==> src/rtl/if_prefetch_pkg.sv <==
// Shared definitions for the instruction-fetch front end.
//   IF_RESET_PC : default first fetch address after reset
//   INST_NOP    : instruction word presented while nothing is valid
//   IF_ENTRY_W  : width of one buffered entry ({pc, inst})
//   if_entry_t  : packed {pc, inst} entry stored in the prefetch FIFO
//   word_align  : clears the byte-offset bits of an address
package if_prefetch_pkg;

  localparam logic [31:0] IF_RESET_PC = 32'h0000_3000;
  localparam logic [31:0] INST_NOP    = 32'h0000_0000;
  localparam int          IF_ENTRY_W  = 64;

  typedef struct packed {
    logic [31:0] pc;
    logic [31:0] inst;
  } if_entry_t;

  function automatic logic [31:0] word_align(input logic [31:0] addr);
    return addr & 32'hFFFF_FFFC;
  endfunction

endpackage

==> src/rtl/if_prefetch_sync_fifo.sv <==
// sync_fifo: small single-clock FIFO, kept generic so other buffers can reuse it.
//   clk, rst : clock and synchronous active-high reset
//   push/din : write din when push=1 and not full
//   pop      : drop the head entry when pop=1 and not empty
//   clear    : empty the FIFO at the next edge (takes priority over push/pop)
//   dout     : head entry (valid only while empty=0)
//   full, empty, count : occupancy status (count is clog2(DEPTH)+1 bits)
// DEPTH must be a power of two so the pointers wrap for free.
module sync_fifo #(
  parameter int WIDTH = 64,
  parameter int DEPTH = 4
) (
  input  logic                     clk,
  input  logic                     rst,
  input  logic                     push,
  input  logic [WIDTH-1:0]         din,
  input  logic                     pop,
  input  logic                     clear,
  output logic [WIDTH-1:0]         dout,
  output logic                     full,
  output logic                     empty,
  output logic [$clog2(DEPTH):0]   count
);

  localparam int PTR_W = $clog2(DEPTH);
  localparam int CNT_W = PTR_W + 1;

  logic [PTR_W-1:0] wr_ptr_reg;
  logic [PTR_W-1:0] rd_ptr_reg;
  logic [CNT_W-1:0] count_reg;
  logic [WIDTH-1:0] entry_q [DEPTH];
  logic             do_push;
  logic             do_pop;

  assign full    = (count_reg == CNT_W'(DEPTH));
  assign empty   = (count_reg == '0);
  assign do_push = push && !full && !clear;
  assign do_pop  = pop && !empty && !clear;
  assign dout    = entry_q[rd_ptr_reg];
  assign count   = count_reg;

  always_ff @(posedge clk) begin
    if (rst || clear) begin
      wr_ptr_reg <= '0;
      rd_ptr_reg <= '0;
      count_reg  <= '0;
    end else begin
      if (do_push) wr_ptr_reg <= wr_ptr_reg + 1'b1;
      if (do_pop)  rd_ptr_reg <= rd_ptr_reg + 1'b1;
      count_reg <= count_reg + CNT_W'(do_push) - CNT_W'(do_pop);
    end
  end

  // Storage is only a handful of entries, so each one is its own register
  // with a read mux; contents need no reset because empty gates them.
  generate
    for (genvar gi = 0; gi < DEPTH; gi++) begin : g_entry
      logic [WIDTH-1:0] entry_reg;
      always_ff @(posedge clk) begin
        if (do_push && (wr_ptr_reg == PTR_W'(gi))) entry_reg <= din;
      end
      assign entry_q[gi] = entry_reg;
    end
  endgenerate

endmodule

==> src/rtl/if_prefetch.sv <==
// if_prefetch: instruction-fetch front end ahead of the decode/execute core.
// Prefetches sequential words over a req/gnt/rvalid bus, buffers {pc, inst}
// in an in-order FIFO and hands them to decode with valid/ready. A redirect
// flushes the FIFO, restarts fetch at the new PC and drops responses that
// belong to requests granted before it.
//   clk, rst                 : clock, synchronous active-high reset
//   redirect, redirect_pc    : flush and restart fetch at redirect_pc (bits [1:0] ignored)
//   mem_req, mem_addr        : fetch request and its word address
//   mem_gnt                  : request accepted this cycle
//   mem_rvalid, mem_rdata    : in-order response word
//   inst_valid, inst, inst_pc: instruction for decode
//   inst_ready               : decode accepts inst this cycle
// Build option IF_PREFETCH_BYPASS_EN: a response arriving into an empty FIFO is
// shown to decode in the same cycle (and not stored if decode takes it).
module if_prefetch
  import if_prefetch_pkg::*;
#(
  parameter int          DEPTH    = 4,
  parameter int          MAX_OUT  = 2,
  parameter logic [31:0] RESET_PC = IF_RESET_PC
) (
  input  logic        clk,
  input  logic        rst,
  input  logic        redirect,
  input  logic [31:0] redirect_pc,
  output logic        mem_req,
  output logic [31:0] mem_addr,
  input  logic        mem_gnt,
  input  logic        mem_rvalid,
  input  logic [31:0] mem_rdata,
  output logic        inst_valid,
  output logic [31:0] inst,
  output logic [31:0] inst_pc,
  input  logic        inst_ready
);

  localparam int          OUT_W    = $clog2(MAX_OUT) + 1;
  localparam int          CNT_W    = $clog2(DEPTH) + 1;
  localparam logic [31:0] START_PC = word_align(RESET_PC);

  logic [31:0]      fetch_pc_reg;
  logic [31:0]      resp_pc_reg;
  logic [OUT_W-1:0] outstanding_reg;
  logic [OUT_W-1:0] outstanding_next;
  logic [OUT_W-1:0] discard_reg;
  logic [31:0]      new_pc;

  logic             grant;
  logic             rvalid_ok;
  logic             drop_resp;
  logic             keep_resp;
  logic             bypass;

  logic             fifo_push;
  logic             fifo_pop;
  logic             fifo_full;
  logic             fifo_empty;
  logic [CNT_W-1:0] fifo_count;
  if_entry_t        fifo_head;
  if_entry_t        push_entry;

  assign new_pc   = word_align(redirect_pc);
  assign mem_addr = fetch_pc_reg;

  // Only issue when both the bus window and the FIFO have room for the answer,
  // so a response can never find the FIFO full.
  assign mem_req = !rst && !redirect
                   && (int'(outstanding_reg) < MAX_OUT)
                   && (int'(fifo_count) + int'(outstanding_reg) < DEPTH);

  assign grant     = mem_req && mem_gnt;
  // A response with nothing outstanding is a bus error; it is ignored.
  assign rvalid_ok = mem_rvalid && (outstanding_reg != '0);
  assign drop_resp = rvalid_ok && (discard_reg != '0);
  // A response in the redirect cycle belongs to the old stream as well.
  assign keep_resp = rvalid_ok && (discard_reg == '0) && !redirect;

  assign outstanding_next = outstanding_reg + OUT_W'(grant) - OUT_W'(rvalid_ok);

`ifdef IF_PREFETCH_BYPASS_EN
  assign bypass = keep_resp && fifo_empty;
`else
  assign bypass = 1'b0;
`endif

  assign push_entry = '{pc: resp_pc_reg, inst: mem_rdata};
  assign fifo_push  = keep_resp && !(bypass && inst_ready);
  assign fifo_pop   = inst_ready && !fifo_empty;

  sync_fifo #(
    .WIDTH (IF_ENTRY_W),
    .DEPTH (DEPTH)
  ) u_fifo (
    .clk   (clk),
    .rst   (rst),
    .push  (fifo_push),
    .din   (push_entry),
    .pop   (fifo_pop),
    .clear (redirect),
    .dout  (fifo_head),
    .full  (fifo_full),
    .empty (fifo_empty),
    .count (fifo_count)
  );

  // With nothing to show, inst_pc tracks the next PC expected back from memory.
  always_comb begin
    inst_valid = !fifo_empty || bypass;
    inst       = INST_NOP;
    inst_pc    = resp_pc_reg;
    if (!fifo_empty) begin
      inst    = fifo_head.inst;
      inst_pc = fifo_head.pc;
    end else if (bypass) begin
      inst = mem_rdata;
    end
  end

  always_ff @(posedge clk) begin
    if (rst) begin
      fetch_pc_reg    <= START_PC;
      resp_pc_reg     <= START_PC;
      outstanding_reg <= '0;
      discard_reg     <= '0;
    end else begin
      outstanding_reg <= outstanding_next;
      if (redirect) begin
        fetch_pc_reg <= new_pc;
        resp_pc_reg  <= new_pc;
        // Every request still in flight after this cycle is stale. Older stale
        // requests are already part of outstanding, so this is the accumulated
        // discard count of back-to-back redirects.
        discard_reg  <= outstanding_next;
      end else begin
        if (grant)     fetch_pc_reg <= fetch_pc_reg + 32'd4;
        if (keep_resp) resp_pc_reg  <= resp_pc_reg + 32'd4;
        if (drop_resp) discard_reg  <= discard_reg - 1'b1;
      end
    end
  end

  a_no_orphan_rvalid: assert property (@(posedge clk) disable iff (rst)
    !(mem_rvalid && (outstanding_reg == '0)));

  a_no_push_when_full: assert property (@(posedge clk) disable iff (rst)
    !(fifo_push && fifo_full));

endmodule

==> config.mk <==
export PLATFORM = sky130hd
export DESIGN_NAME = if_prefetch
export DESIGN_NICKNAME = d
export VERILOG_FILES = /design/src/rtl/if_prefetch_pkg.sv /design/src/rtl/if_prefetch_sync_fifo.sv /design/src/rtl/if_prefetch.sv
export SDC_FILE = /design/constraint.sdc
export NUM_CORES = 1
export LEC_CHECK = 0
export BUFFER_PORTS_ARGS = -buffer_cell sky130_fd_sc_hd__buf_2
export CAP_MARGIN = 20
export CORE_MARGIN = 2
export CORE_UTILIZATION = 55
export CTS_CLUSTER_SIZE = 40
export DETAILED_ROUTE_END_ITERATION = 10
export PLACE_DENSITY = 0.76
export SYNTH_ARGS = -nofsm -noshare
export SYNTH_HDL_FRONTEND = slang
export SYNTH_HIERARCHICAL = 1
export SYNTH_SLANG_ARGS = --single-unit
==> constraint.sdc <==
create_clock -name clk -period 3.6 [get_ports clk]
set_clock_uncertainty 0.05 [all_clocks]
set_input_delay 0.36 -clock clk [delete_from_list [all_inputs] [get_ports clk]]
set_output_delay 0.36 -clock clk [all_outputs]
set_load 0.03 [all_outputs]
Word level (Yosys, flattened, before mapping)

Index checks and enable logic that the tools add are counted.

Flip-flop bits (word level): 331
Bits in latches: 0
RAM bits: 0
Memory bits (read-only): 0
Output and inout port bits: 98
Logic and storage cells: 73
Memories: 0

Add/sub/neg operators: 10
Multipliers: 0
Div/mod/pow operators: 0
Order comparisons: 3
Equal/unequal tests: 4
Shifts and indexed selects: 0
Mux-type cells: 11
Bitwise logic cells: 1
Reductions and logical operators: 31

Operators by type and width:

| operator                                                               | number |
|---|---|
| 32-bit 2-to-1 mux                                                      | 6 |
| 64-bit binary-select mux with 2-bit select                             | 1 |
| 64-bit 2-to-1 mux                                                      | 2 |
| 32-bit by 3-bit adder with 32-bit output (second input constant)       | 2 |
| 1-bit logical AND                                                      | 17 |
| 2-bit nonzero test                                                     | 5 |
| 2-bit by 1-bit adder with 2-bit output (second input constant)         | 2 |
| 3-bit by 2-bit adder with 4-bit output                                 | 1 |
| 2-bit equality test (second input constant)                            | 2 |
| 1-bit zero test                                                        | 4 |
| 2-bit zero test                                                        | 2 |
| 4-bit by 3-bit < comparator with 1-bit output (second input constant)  | 1 |
| 2-bit 2-to-1 mux                                                       | 2 |
| 3-bit by 1-bit adder with 3-bit output                                 | 1 |
| 3-bit equality test (second input constant)                            | 1 |
| 3-bit greater-or-equal comparator (second input constant)              | 1 |
| 3-bit zero test                                                        | 1 |
| 2-bit NOT with 3-bit output                                            | 1 |
| 3-bit by 1-bit subtractor with 3-bit output                            | 1 |
| 2-bit by 1-bit adder with 2-bit output                                 | 1 |
| 2-bit by 1-bit equality test with 1-bit output (second input constant) | 1 |
| 2-bit < comparator (second input constant)                             | 1 |
| 2-bit OR reduction                                                     | 1 |
| 2-bit by 1-bit subtractor with 2-bit output                            | 1 |
| other kinds (2)                                                        | 2 |

Longest topological paths before layout

Word-level depth: 8
Mapped depth: 15
Gate-level depth less buffers: 15

Cells and area by module

The synthesis kept the hierarchy.

By module, submodules not included:

| module      | instances | cells an instance | area each (um2) | sequential area each (um2) |
|---|---|---|---|---|
| sync_fifo   | 1         | 385               | 9705.6          | 7827.5 |
| if_prefetch | 1         | 507               | 4196.5          | 1281.2 |

Worst setup path before layout

OpenSTA, ideal clock, no wires.

Kind: input port to flip-flop
From: input redirect
To: register u_fifo.g_entry[1].entry_reg[0] (enable)
Library setup time: 0.429 ns
Arrival time: 2.751 ns
Data required time: 3.121 ns
Setup slack: 0.369 ns
Cell stages on the path: 5
Path buffers: 2
Path through: clkbuf_1 -> clkbuf_1 -> nor2_1 -> nor2b_1 -> and3_1

Word-level cells in the longest chain between the ends: 5

RTL lines:

| item                           | line                        | text |
|---|---|---|
| start: declaration             | if_prefetch.sv:24           | `input logic redirect,` |
| 1-bit zero test                | if_prefetch.sv:76           | `assign keep_resp = rvalid_ok && (discard_reg == '0) && !redirect;` |
| 1-bit logical AND              | if_prefetch.sv:76           |  |
| net fifo_push                  | if_prefetch.sv:54           | `logic fifo_push;` |
| 1-bit logical AND (2 in a row) | if_prefetch_sync_fifo.sv:37 | `assign do_push = push && !full && !clear;` |
| 1-bit logical AND              | if_prefetch_sync_fifo.sv:60 | `if (do_push && (wr_ptr_reg == PTR_W'(gi))) entry_reg <= din;` |
| end signal: assignment         | if_prefetch_sync_fifo.sv:60 |  |
| end: declaration               | if_prefetch_sync_fifo.sv:58 | `logic [WIDTH-1:0] entry_reg;` |

The timed path passes the listed nets, and every way through them passes these cells.
A chain may end at the register's enable or synchronous reset.

Worst setup path after layout

From: register u_fifo.count_reg[1] (netlist: u_fifo/count[1])
To: output inst_pc[16]

Word-level cells in the longest chain between the ends: 2

RTL lines:

| item                     | line                        | text |
|---|---|---|
| start: declaration       | if_prefetch_sync_fifo.sv:30 | `logic [CNT_W-1:0] count_reg;` |
| start signal: assignment | if_prefetch_sync_fifo.sv:50 | `count_reg <= count_reg + CNT_W'(do_push) - CNT_W'(do_pop);` |
| 3-bit zero test          | if_prefetch_sync_fifo.sv:36 | `assign empty = (count_reg == '0);` |
| net fifo_empty           | if_prefetch.sv:57           | `logic fifo_empty;` |
| 32-bit 2-to-1 mux        | if_prefetch.sv:111          | `if (!fifo_empty) begin` |
| end: declaration         | if_prefetch.sv:33           | `output logic [31:0] inst_pc,` |

The timed path passes the listed nets, and every way through them passes these cells.

==> impl_metrics.env <==
export IMPL_ios=168
export IMPL_start_util_pct=55.7
export IMPL_cp_slowest_cell="buf_4"
export IMPL_cts_root_buf="clkbuf_16"
export IMPL_hold_violations=0
export IMPL_crit_path_end_kind="output port"
export IMPL_clk_pin_slew_ns=0.06
export IMPL_cp_start_kind="register"
export IMPL_drive_above_1_share_pct=31.1
export IMPL_grt_pass1_wl_microns=44500
export IMPL_cts_tree="done"
export IMPL_rows=58
export IMPL_globalRouteOverflowTotal=0
export IMPL_cp_arrival_ns=2.69
export IMPL_htreeDepth=2
export IMPL_antenna_found_initial=0
export IMPL_viasPerCell=5.80
export IMPL_netlist_instances=891
export IMPL_clkLatencyLatePin_ns=0.51
export IMPL_slew_limit_headroom_pct=43.7
export IMPL_num_antenna_cells=0
export IMPL_postCtsResizedCells=0
export IMPL_critPathMaxFanout=64
export IMPL_clock_path_buffers=3
export IMPL_grt_pass1_vias=8207
export IMPL_globalplace_congestion=0.870
export IMPL_numCtsBuffers=34
export IMPL_multi_input_area_sq_mm=0.00446
export IMPL_die_area_sq_mm=0.0266
export IMPL_cap_violations=0
export IMPL_postCtsHoldBufs=0
export IMPL_drv_slew=0
export IMPL_dp_hpwl_microns=17600
export IMPL_netlist_area_sq_mm=0.0139
export IMPL_clock_fmax_mhz=322
export IMPL_crit_path_max_incr_delay_ns=0.74
export IMPL_seq_area_sq_mm=0.00911
export IMPL_dr_max_layer_used="met4"
export IMPL_drt_iter0_markers=573
export IMPL_fin_crit_sh_pct=86.2
export IMPL_final_core_util_pct=64.8
export IMPL_die_y_microns=163
export IMPL_swShare_pct=22.4
export IMPL_crit_required_ns=3.19
export IMPL_numPortBuffers=163
export IMPL_p_per_area_mw_per_mm2=511
export IMPL_critPathKind="reg2out"
export IMPL_switchingPower_mw=1.85
export IMPL_vias=8230
export IMPL_outcome="complete, no violations"
export IMPL_layout_min_cycle_time_ns=3.10
export IMPL_p_seq_share_pct=52.1
export IMPL_hold_class="in2reg"
export IMPL_rsz0062_at_grt="false"
export IMPL_syn_to_final_growth_pct=16.5
export IMPL_p_clk_share_pct=40.1
export IMPL_fin_setup_tns_ns=0
export IMPL_fin_nets=1150
export IMPL_tightest_slew_ns=0.838
export IMPL_fillCellCount=1825
export IMPL_die_x_microns=163
export IMPL_track_usage_pct=21.6
export IMPL_postCtsSetupBuffers=0
export IMPL_p_leak_nw=5.75
export IMPL_syn_avg_cell_area_sq_um=15.6
export IMPL_p_int_mw=6.43
export IMPL_yosysWarnings=6
export IMPL_clock_sinks=327
export IMPL_wire_per_inst_microns=20.0
export IMPL_ant_nets=0
export IMPL_peakVddDrop_mv=0.319
export IMPL_dr_pass1_iters=5
export IMPL_wl_met1_microns=12100
export IMPL_power_frac_comb_pct=7.9
export IMPL_design_core_area_sq_mm=0.0250
export IMPL_path_cells="nor3_2 -> buf_4 -> mux2_2 -> buf_2"
export IMPL_setup_viol=0
export IMPL_drc=0
export IMPL_routed_wl_microns=28400
export IMPL_route_met3_wl_microns=2180
export IMPL_wl_met2_microns=13700
export IMPL_largest_reg_flops=256
export IMPL_grt_max_degree=65
power groups by stage:
stage | clock network [mW] | registers, mW | logic, mW
global route | 3.52 | 4.33 | 0.705
floorplan | 0 | 4.39 | 0.409
detailed placement | 0 | 4.39 | 0.652
global placement | 0 | 4.38 | 0.641
finish | 3.32 | 4.31 | 0.651
CTS | 3.39 | 4.31 | 0.656
worst max-delay path: cells and delay by family, from the launching register on:
family,cells,cell delay [ns]
simple gates,1,0.42
flops,1,0.37
buf+inv,2,0.93
mux,1,0.45
per-layer routing:
layer,vias up,GRT usage [%]
met5,-,0
met4,0,5.03
met3,42,4.23
met2,296,35.4
met1,4097,30.4
li1,3795,-
placed cells by master (no fill, tap or decap), types with 11 or more instances in the layout:
master	instances
nor2_1	37
nand3_1	26
and3_1	11
nor2b_1	39
a21boi_0	17
clkbuf_16	36
nor3_1	15
buf_2	163
nand2_1	27
inv_1	27
xor2_1	35
a21oi_1	32
ha_1	12
a211oi_1	11
dfxtp_1	69
edfxtp_1	256
mux2_2	31
nand4_1	25
mux4_2	64
final timing paths:
| path | end | slack, ns | cells past startpoint | from |
|---|---|---|---|---|
| worst max-delay path | inst_pc[16] | 0.50 | 4 | u_fifo/count[1]$_SDFF_PP0_ |
| worst min register to register | mem_addr[31]$_SDFFE_PP0P_ | 0.43 | 1 | mem_addr[31]$_SDFFE_PP0P_ |
| worst min-delay path | u_fifo/g_entry[0].entry_reg[5]$_DFFE_PP_ | 0.03 | 1 | mem_rdata[5] |
| worst max register to register | u_fifo/count[2]$_SDFF_PP0_ | 0.50 | 15 | discard_reg[0]$_SDFFE_PP0P_ |
stage by stage:
step | area, sq um | worst slack (ns) | instances | power [mW] | hold slack, ns
after floorplan | 13900 | 0.369 | 900 | 4.80 | 0.409
after global placement | 15100 | 0.624 | 1361 | 5.02 | 0.407
after detailed placement | 15100 | 0.532 | 1361 | 5.04 | 0.410
after CTS | 16200 | 0.405 | 1420 | 8.36 | 0.00545
after global routing | 16200 | 0.312 | 1420 | 8.56 | 0.00729
final | 16200 | 0.496 | 1420 | 8.28 | 0.0277
cell type report:
class,count,share of cell area [%]
Multi-Input combinational cell,498,27.5
Sequential cell,327,56.3
Clock buffer,50,6.14
Clock inverter,9,0.441
Timing Repair Buffer,179,6.40
Tap cell,330,2.55
Inverter,27,0.626
Note: power is estimated with default switching activity, not from simulation.
